File: src/rtl/sysarr_fifo_ctrl.sv
// Sequencer for the per-row input FIFOs of a systolic array edge: steers incoming
// rows into their FIFO and drains the FIFOs with diagonally skewed shift strobes.
module sysarr_fifo_ctrl #(
   parameter int N     = 4,
   parameter int WIDTH = 16
) (
   input  logic               clk,
   input  logic               nRST,
   input  logic               in_valid,
   output logic               in_ready,
   input  logic [N*WIDTH-1:0] in_row,
   output logic [N-1:0]       fifo_load,
   output logic [N*WIDTH-1:0] fifo_load_values,
   output logic [N-1:0]       fifo_shift,
   input  logic               array_ready,
   output logic               feed_active,
   output logic [1:0]         mat_count,
   output logic               done
);

   localparam int TW = $clog2(2 * N);
   localparam int RW = (N > 1) ? $clog2(N) : 1;
   localparam logic [TW-1:0] T_LAST  = TW'(2 * N - 2);
   localparam logic [RW-1:0] ROW_LAST = RW'(N - 1);

   typedef enum logic {
      IDLE,
      FEED
   } state_t;

   state_t          state;
   state_t          state_next;
   logic [TW-1:0]   t;
   logic [TW-1:0]   t_next;
   logic [RW-1:0]   row_idx;
   logic [1:0]      mat_next;
   logic            accept;
   logic            mat_inc;

   // Ready is held low while nRST is asserted so nothing is accepted during reset.
   assign in_ready         = nRST && (mat_count < 2'd2);
   assign accept           = in_valid && in_ready;
   assign mat_inc          = accept && (row_idx == ROW_LAST);
   assign fifo_load_values = in_row;
   assign feed_active      = (state == FEED);
   assign done             = (state == FEED) && (t == T_LAST);
   assign mat_next         = mat_count + 2'(mat_inc) - 2'(done);

   always_comb begin
      fifo_load = '0;
      if (accept) begin
         fifo_load[row_idx] = 1'b1;
      end
   end

   // Row i is active for N cycles starting at t == i, giving the diagonal skew.
   always_comb begin
      fifo_shift = '0;
      for (int i = 0; i < N; i++) begin
         fifo_shift[i] = feed_active && (int'(t) >= i) && (int'(t) < i + N);
      end
   end

   always_comb begin
      state_next = state;
      t_next     = t;
      case (state)
         IDLE: begin
            if ((mat_count != 2'd0) && array_ready) begin
               state_next = FEED;
               t_next     = '0;
            end
         end
         FEED: begin
            if (done) begin
               t_next     = '0;
               state_next = ((mat_next != 2'd0) && array_ready) ? FEED : IDLE;
            end else begin
               t_next = t + 1'b1;
            end
         end
         default: begin
            state_next = IDLE;
            t_next     = '0;
         end
      endcase
   end

   always_ff @(posedge clk or negedge nRST) begin
      if (!nRST) begin
         state     <= IDLE;
         t         <= '0;
         row_idx   <= '0;
         mat_count <= 2'd0;
      end else begin
         state     <= state_next;
         t         <= t_next;
         mat_count <= mat_next;
         if (accept) begin
            row_idx <= (row_idx == ROW_LAST) ? '0 : row_idx + 1'b1;
         end
      end
   end

endmodule

File: config.mk
export PLATFORM = sky130hd
export DESIGN_NAME = sysarr_fifo_ctrl
export DESIGN_NICKNAME = d
export VERILOG_FILES = /design/src/rtl/sysarr_fifo_ctrl.sv
export SDC_FILE = /design/constraint.sdc
export NUM_CORES = 1
export LEC_CHECK = 0
export BUFFER_PORTS_ARGS = -buffer_cell sky130_fd_sc_hd__buf_2
export CORE_AREA = 2 2 62 64
export CTS_BUF_LIST = sky130_fd_sc_hd__clkbuf_16
export DETAILED_ROUTE_END_ITERATION = 10
export DIE_AREA = 0 0 64 66
export GPL_TIMING_DRIVEN = 1
export PLACE_DENSITY = 0.79
export SYNTH_ARGS = -nofsm -noshare
export SYNTH_HDL_FRONTEND = slang
export SYNTH_SLANG_ARGS = --single-unit
File: constraint.sdc
create_clock -name clk -period 2.8 [get_ports clk]
set_clock_uncertainty 0.2 [all_clocks]
set_input_delay 0.28 -clock clk [delete_from_list [all_inputs] [get_ports clk]]
set_output_delay 0.28 -clock clk [all_outputs]
set_load 0.1 [all_outputs]
## After elaboration in Yosys (flattened, before gate mapping)

Cells that the tools add are included.
Widths: inputs -> output; s select.

| word-level totals | value |
|---|---|
| register bits | 8 |
| input bits | 68 |
| output and inout port bits | 77 |
| logic and storage cells | 49 |

| cells by class | value |
|---|---|
| add/sub/neg operators | 4 |
| magnitude comparators | 10 |
| equal/unequal tests | 3 |
| muxes and demuxes | 11 |
| bitwise operators | 1 |
| reductions and logical operators | 16 |

Operators by type and width:

| operator | count |
|---|---|
| $logic_and 1x1->1 | 14 |
| $lt 3x3->1 const B | 4 |
| $ge 3x2->1 const B | 2 |
| $mux 3 | 2 |
| $pmux 3 s2 | 1 |
| $mux 1 | 4 |
| $mux 4 | 1 |
| $reduce_bool 2->1 | 2 |
| $add 3x1->3 const B | 1 |
| $eq 3x3->1 const B | 1 |
| $ge 3x1->1 const B | 1 |
| $lt 2x3->1 const B | 1 |
| $add 2x1->2 | 1 |
| $add 2x1->2 const B | 1 |
| $demux 1 s2 | 1 |
| $eq 2x2->1 const B | 1 |
| $ge 2x1->1 const B | 1 |
| $lt 2x2->1 const B | 1 |
| $mux 2 | 1 |
| $ne 2x2->1 const B | 1 |
| $pmux 1 s2 | 1 |
| $sub 2x1->2 | 1 |
| $not 1->1 | 1 |

## Depth between registers and ports, before layout

Gate-level depths: netlist of the first run.

| depth | value |
|---|---|
| word-level depth | 11 |
| mapped depth | 9 |
| depth with buffers taken out | 8 |

## Least setup slack after synthesis of the first run

OpenSTA, ideal clock, no wires.

| timing path | value |
|---|---|
| kind | register -> register |
| start point | register state (netlist: feed_active) |
| end point | register state (netlist: feed_active) |
| setup time | 0.126 ns |
| arrival | 3.957 ns |
| required time | 2.474 ns |
| path slack | -1.483 ns |
| cell stages (with the launch flop) | 9 |
| path buffers | 1 |
| clock period less this slack | 4.283 ns |
| path through | dfrtp_1 > clkbuf_1 > nor2b_1 > nor2b_1 > ha_1 > inv_1 > ha_1 > nand2b_1 > a311o_1 |

| on the way | value |
|---|---|
| cells in the longest elaborated chain, start to end | 7 |

RTL lines:

| what | RTL line | RTL |
|---|---|---|
| from (decl) | 31 | `state_t state;` |
| from (signal assigned) | 96 | `state <= state_next;` |
| $logic_and 1x1->1 | 46 | `assign done = (state == FEED) && (t == T_LAST);` |
| via done | 18 | `output logic done` |
| $sub 2x1->2 | 47 | `assign mat_next = mat_count + 2'(mat_inc) - 2'(done);` |
| via mat_next[0] | 36 | `logic [1:0] mat_next;` |
| $reduce_bool 2->1 | 77 | `state_next = ((mat_next != 2'd0) && array_ready) ? FEED : IDLE;` |
| $logic_and 1x1->1 | 77 |  |
| $mux 1 | 77 |  |
| $mux 1 | 75 | `if (done) begin` |
| $pmux 1 s2 | 67 | `case (state)` |
| via state_next | 32 | `state_t state_next;` |

The timed path passes the listed nets, and every way through them passes these cells.
A chain may end at the register's enable or synchronous reset.

## Worst setup path after layout of the first run

| timing path | value |
|---|---|
| start point | input port nRST |
| end point | register state (netlist: feed_active) |

| on the way | value |
|---|---|
| cells in the longest elaborated chain, start to end | 10 |

RTL lines:

| what | RTL line | RTL |
|---|---|---|
| from (decl) | 8 | `input logic nRST,` |
| $logic_and 1x1->1 | 41 | `assign in_ready = nRST && (mat_count < 2'd2);` |
| $logic_and 1x1->1 | 42 | `assign accept = in_valid && in_ready;` |
| $logic_and 1x1->1 | 43 | `assign mat_inc = accept && (row_idx == ROW_LAST);` |
| $add 2x1->2 | 47 |  |
| $sub 2x1->2 | 47 |  |
| $reduce_bool 2->1 | 77 |  |
| $logic_and 1x1->1 | 77 |  |
| $mux 1 | 77 |  |
| $mux 1 | 75 |  |
| $pmux 1 s2 | 67 |  |
| via state_next | 32 |  |

The timed path passes the listed nets, and every way through them passes these cells.

==> results.md, run 1 <==
* Sink Count at 8
* Max Clk Rate at 0.394 GHz
* RSZ-0062 raised after global routing: no
* DP Area at 729 um^2
* I/O pins at 145
* Min setup slack post-route at 0.261 ns
* Worst slew margin at 0.674
* Finished layout cell area at 818 um^2
* Wire per inst at 11.3 um
* Crit path launch type: primary input
* Post-Synth XOR/XNOR Area at 0.0212
* Clock period minus final worst setup slack at ~2.5 ns
* Final Cycle Share at 0.907
* Layout cells sized above 1 at 0.300
* Synth Flop Type: dfrtp_1
* Largest net degree at the start of global routing at 12
* GR Overflow Total at 0
* Hpwl dp at 1060 um
* Netlist cell types at 24
* Setup Crit Path Kind: primary input to flop
* Largest family of logic cells by synthesized area: buffers and inverters
* Post-synthesis sequential area ratio at 0.188
* NumNets Final at 158
* Mean post-synth cell area at 8.44 um^2
* Worst vdd ir at 316 uV
* Setup crit start: nRST
* Inserted Diodes at 0
* Ys Warns at 0
* #FFs+latches synth at 8
* Worst Tran Pin Value at 0.492 ns
* DRT iter0 DRCs at 69
* Syn Std Cell Area at 0.00106 mm^2
* Req. time, crit path at 2.71 ns
* CTS max path bufs at 2
* Worst Setup EP: feed_active
* First-pass GRT wire length at 2510 um
* Top cells by area, synth: buf_4 (45%), dfrtp_1 (19%), ha_1 (11%), inv_1 (2.5%), and2_1 (2.4%)
* Compound-Gate Fraction of Synth Area at 0.0812
* Number of global-route vias before repair at 538
* Post-DRT Antenna Nets at 0
* DP Worst Slack at 0.540 ns
* Cell leakage power at 0.424 nW
* Final hold violation count at 0
* Worst-Skew Late Latency at 0.23 ns
* Cell taking the most area after synthesis: buf_4
* # fillers at 374
* Worst reg-to-reg path cell count at 8
* Top-area cell type share of the netlist area at 0.452
* Reg-to-reg endpoint: feed_active
* Area Growth Syn to Fin at -23.1%
* Post-synthesis cell count at roughly 130
* Most frequent cell after synthesis: buf_4
* Routed Wire Length at between 1000 and 1500 um
* Sequential cell area at 204 um^2
* CTS Buf Count at 3
* Die height at ~66 um
* Power Density at roughly 1900 mW/mm^2
* # port buffers at 16
* Initial antenna violation count at 0
* Gpl congestion at 0.823
* HP Class: primary input to flop
* Post-CTS Setup Bufs at 0
* Vias per cell at between 4 and 5
* Arr. time, crit path at 2.45 ns
* Mux cell area share after synthesis at 0
* Clock H-tree levels at 1
* Status: finished, final reports clean
* Async SR Flop Fraction at 1.00
* Kind of end point of the critical path: flop
* Initial Utilization at 0.300
* Die X at 64 um
* Slew Limit Fails at 0
* Mapped Nets at about 200
* FP Rows at 22
* Synth Area in Adders at 0.106
* Flop2flop setup slack at 0.59 ns
* Post-synth EDFFs at 0
* Root Driver: clkbuf_16
* Clock slew at the register clock pins of the worst setup and hold paths at approximately 0.040 ns
* CTS tree: yes
* Placeable Area at 0.00355 mm^2
* Max cap viols at 0
* Launch point of the worst reg-to-reg path: mat_count[1]
* GRT Total Usage at 0.0780
* Area share of and/or/nand/nor cells after synthesis at 0.115
* Die area at approximately 0.0042 mm^2
* Final Setup Violations at 0
* Crit-path max FO at 10
* Ranking of synthesized cells by instance count: buf_4 (64), ha_1 (9), dfrtp_1 (8)
* DRC at 0
* Footprint of the multi-input gates at 359 um^2
* Vias post-DR at 520
* Drt pass-1 iters at 4
## layout make-up
cell class	instances	area share
clock buffer	3	0.0917
clock inverter	1	0.00459
inverter	7	0.0321
multi-input combinational	44	0.439
sequential	8	0.249
tap	48	0.0734
timing repair buffer	17	0.110
## per-layer routing
layer / vias to the layer above / part of all wire / global-route usage
li1: 241 / - / -
met1: 236 / 0.42 / 0.0789
met2: 30 / 0.42 / 0.0977
met3: 13 / 0.13 / 0.0477
met4: 0 / 0.041 / 0.0978
met5: - / 0 / 0
## kinds of logic (layout without fill, tap and decap cells)
family	Yosys count	after routing
xor gates and xnor gates	1	1
AOI/OAI and AO/OA	12	12
adders and majority gates	9	9
and+or+nand+nor	22	22
buffers and inverters	74	28
DFF	8	8
## through the flow
step                      instances   util  hold slack, ns  TNS (ns)  total power, mW
final                           128  0.230           0.143         0             1.54
after global routing            128  0.230           0.179         0             1.65
after CTS                       128  0.230           0.143         0             1.56
after detailed placement        123  0.205         -0.0665         0             1.30
after global placement          123  0.205         -0.0707         0             1.30
after floorplan                 126      -          -0.216   -0.0413             1.60
## worst max-delay path, stage by stage
cell and delay, ns:
dlygate4sd3_1 0.51, buf_2 0.21, and3b_2 0.28, nand2_1 0.09, ha_1 0.27, inv_1 0.04, ha_1 0.18, xnor3_1 0.22
nand2b_1 0.06, a311o_1 0.30
## cells in the final DEF, fill, tap and decap left out, types with 2 or more instances in the layout
master / netlist / final
and2_1: 4 / 4
buf_2: 0 / 16
clkbuf_16: 0 / 3
dfrtp_1: 8 / 7
ha_1: 9 / 9
inv_1: 7 / 8
nand2_1: 5 / 5
nand2b_1: 2 / 2
nor2_1: 3 / 3
nor2b_1: 4 / 2
nor2b_4: 0 / 2
o21ai_0: 4 / 4
o2bb2ai_1: 2 / 2
## state kept, by name (all words and copies together), names as in the netlist
signal	flops
mat_count	2
feed_active	1
row_idx	2
t	3
## power breakdown
part	switching, mW	leakage, nW	internal (mW)
clock	0.0570	0.0423	0.186
combinational	0.787	0.288	0.239
sequential	0.0950	0.0941	0.179
## worst min path at each step
stage	cells after the start	from	endpoint	slack [ns]
floorplan	0	nRST	mat_count[0]	-0.22
global placement	1	nRST	row_idx[1]	-0.07
detailed placement	1	nRST	row_idx[1]	-0.07
CTS	2	array_ready	feed_active	0.14
global route	2	array_ready	feed_active	0.18
finish	2	array_ready	feed_active	0.14
## what timing repair did
item / in CTS / in global routing
hold buffers: 1 / 0
gates resized for setup: 0 / 0
hold endpoints to repair: 8 / 0
Note: power is estimated with default switching activity, not from simulation.
==> run 2, diff against run 1 <==
--- a/config.mk
+++ b/config.mk
@@ -6,12 +6,13 @@
 export NUM_CORES = 1
 export LEC_CHECK = 0
 export BUFFER_PORTS_ARGS = -buffer_cell sky130_fd_sc_hd__buf_2
-export CORE_AREA = 2 2 62 64
+export CORE_AREA = 2 2 59 61
 export CTS_BUF_LIST = sky130_fd_sc_hd__clkbuf_16
 export DETAILED_ROUTE_END_ITERATION = 10
-export DIE_AREA = 0 0 64 66
+export DIE_AREA = 0 0 61 63
 export GPL_TIMING_DRIVEN = 1
-export PLACE_DENSITY = 0.79
+export PLACE_DENSITY = 0.86
+export REMOVE_ABC_BUFFERS = 1
 export SYNTH_ARGS = -nofsm -noshare
 export SYNTH_HDL_FRONTEND = slang
 export SYNTH_SLANG_ARGS = --single-unit
==> constraint.sdc (replaced) <==
create_clock -name clk -period 3.3 [get_ports clk]
set_clock_uncertainty 0.2 [all_clocks]
set_input_delay 0.33 -clock clk [delete_from_list [all_inputs] [get_ports clk]]
set_output_delay 0.33 -clock clk [all_outputs]
set_load 0.1 [all_outputs]
==> results.md, run 2 (same netlist as run 1, synthesis figures left out) <==
* Status: finished, final reports clean
* Post-CTS resize count at 0
* Max cap viols at 0
* Routed Wire Length at ~6000 um
* Max reg flops at 3
* Post-layout util at 0.245
* Die X at 61 um
* DRT iter0 DRCs at 24
* Largest net degree at the start of global routing at 12
* Setup crit start: nRST
* Vias post-DR at 610
* Clock period minus final worst setup slack at roughly 2.6 ns
* Setup Total Neg Slack at 0 ns
* Cell leakage power at 0.405 nW
* Finished layout cell area at 793 um^2
* Slowest CP cell: dlygate4sd3_1
* CP peak stage delay at ~0.52 ns
* CP top delay family: buffers and inverters
* Final hold violation count at 0
* Root Driver: clkbuf_16
* Sink Count at 8
* HP Class: primary input to flop
* Worst reg-to-reg path cell count at 8
* Post-CTS Setup Bufs at 0
* FP Rows at 21
* CTS Buf Count at 3
* Setup Crit Path Kind: primary input to flop
* Area Growth Syn to Fin at -25.4%
* Hold endpoint: feed_active
* Die area at 0.00384 mm^2
* CTS max path bufs at 2
* I/O pins at approximately 150
* Worst Tran Pin Value at roughly 0.50 ns
* Post-DRT Antenna Nets at 0
* RSZ-0062 raised after global routing: no
* Initial antenna violation count at 0
* # port buffers at 16
* Launch point of the worst reg-to-reg path: mat_count[1]
* Power Density at 1620 mW/mm^2
* HP Start: array_ready
* Worst hold margin at 0.170 ns
* Register bank with the most flops: t
* Gpl congestion at slightly above 1
* Commonest non-fill, non-tap cell in the layout: buf_2
* GR Overflow Total at 0
* Initial Utilization at 0.329
* Max Clk Rate at ~0.38 GHz
* Final Setup Violations at 0
* Hpwl dp at 5760 um
* Layout cells sized above 1 at 0.266
* Largest regs: t (3), mat_count (2), row_idx (2)
* CTS tree: yes
* Drt pass-1 iters at 6
* Commonest non-fill, non-tap cells in the layout: buf_2 (16), ha_1 (9), dfrtp_1 (8)
* Placeable Area at 0.00323 mm^2
* GRT Total Usage at 0.315
* Cell depth of the worst setup path at 10
* Vias per cell at 4.88
* # fillers at 344
* Clock slew at the register clock pins of the worst setup and hold paths at approximately 0.03 ns
* Worst-path cell chain: dlygate4sd3_1, buf_2, and3b_2, nand2_1, ha_1, inv_1, ha_1, xnor3_1, nand2b_1, a311o_1
* Worst-Skew Late Latency at approximately 0.23 ns
* Worst slew margin at 0.666
* Inserted Diodes at 0
* Number of global-route vias before repair at 595
* Hold Crit Depth at 2
* DP Worst Slack at about 0.96 ns
* Die height at 63 um
* Slew Limit Fails at 0
* Reg-to-reg endpoint: feed_active
* Crit-path max FO at 10
* Arr. time, crit path at 2.56 ns
* Worst vdd ir at 714 uV
* Most common cell on crit path: ha_1
* Req. time, crit path at around 3.2 ns
* Wire per inst at slightly below 50 um
* Crit path launch type: primary input
* DRC at 0
* NumNets Final at 158
* Kind of end point of the critical path: flop
* Final Cycle Share at 0.803
* Flop2flop setup slack at 1.05 ns
* Min setup slack post-route at roughly 0.65 ns
* First-pass GRT wire length at 7230 um
* Clock H-tree levels at 1
* Hold_buf cts at 1
* Buf/Inv on CP at 3
* DP Area at about 700 um^2
==> run 2: where the power goes <==
group          total (mW)  switching [mW]  internal [mW]
Sequential          0.225          0.0759          0.149
Clock               0.201          0.0447          0.156
Combinational       0.859           0.670          0.190
==> run 2: worst max path at each step <==
stage	endpoint	slack, ns
final	feed_active	0.65
after CTS	feed_active	0.65
after global routing	feed_active	0.48
after detailed placement	feed_active	0.96
after floorplan	feed_active	-0.86
after global placement	feed_active	1.0
==> run 2: area by class of cell <==
type	instances	area (um^2)	area share
Sequential cell	8	200	0.252
Tap cell	46	57.6	0.0726
Timing Repair Buffer	17	90.1	0.114
Multi-Input combinational cell	44	344	0.434
Clock buffer	3	75.1	0.0946
Inverter	7	26.3	0.0331
==> run 2: per-layer routing <==
metal / track usage / vias up / wire length, um
li1: - / 240 / -
met1: 0.106 / 241 / 629
met2: 0.562 / 113 / 3260
met3: 0.437 / 16 / 1850
met4: 0.158 / 0 / 280
met5: 0 / - / 0
==> run 2: per-stage QoR <==
stage,power [mW],cells
floorplan,0.949,59
global placement,1.07,121
detailed placement,1.08,121
CTS,1.29,125
global route,1.36,125
finish,1.28,125
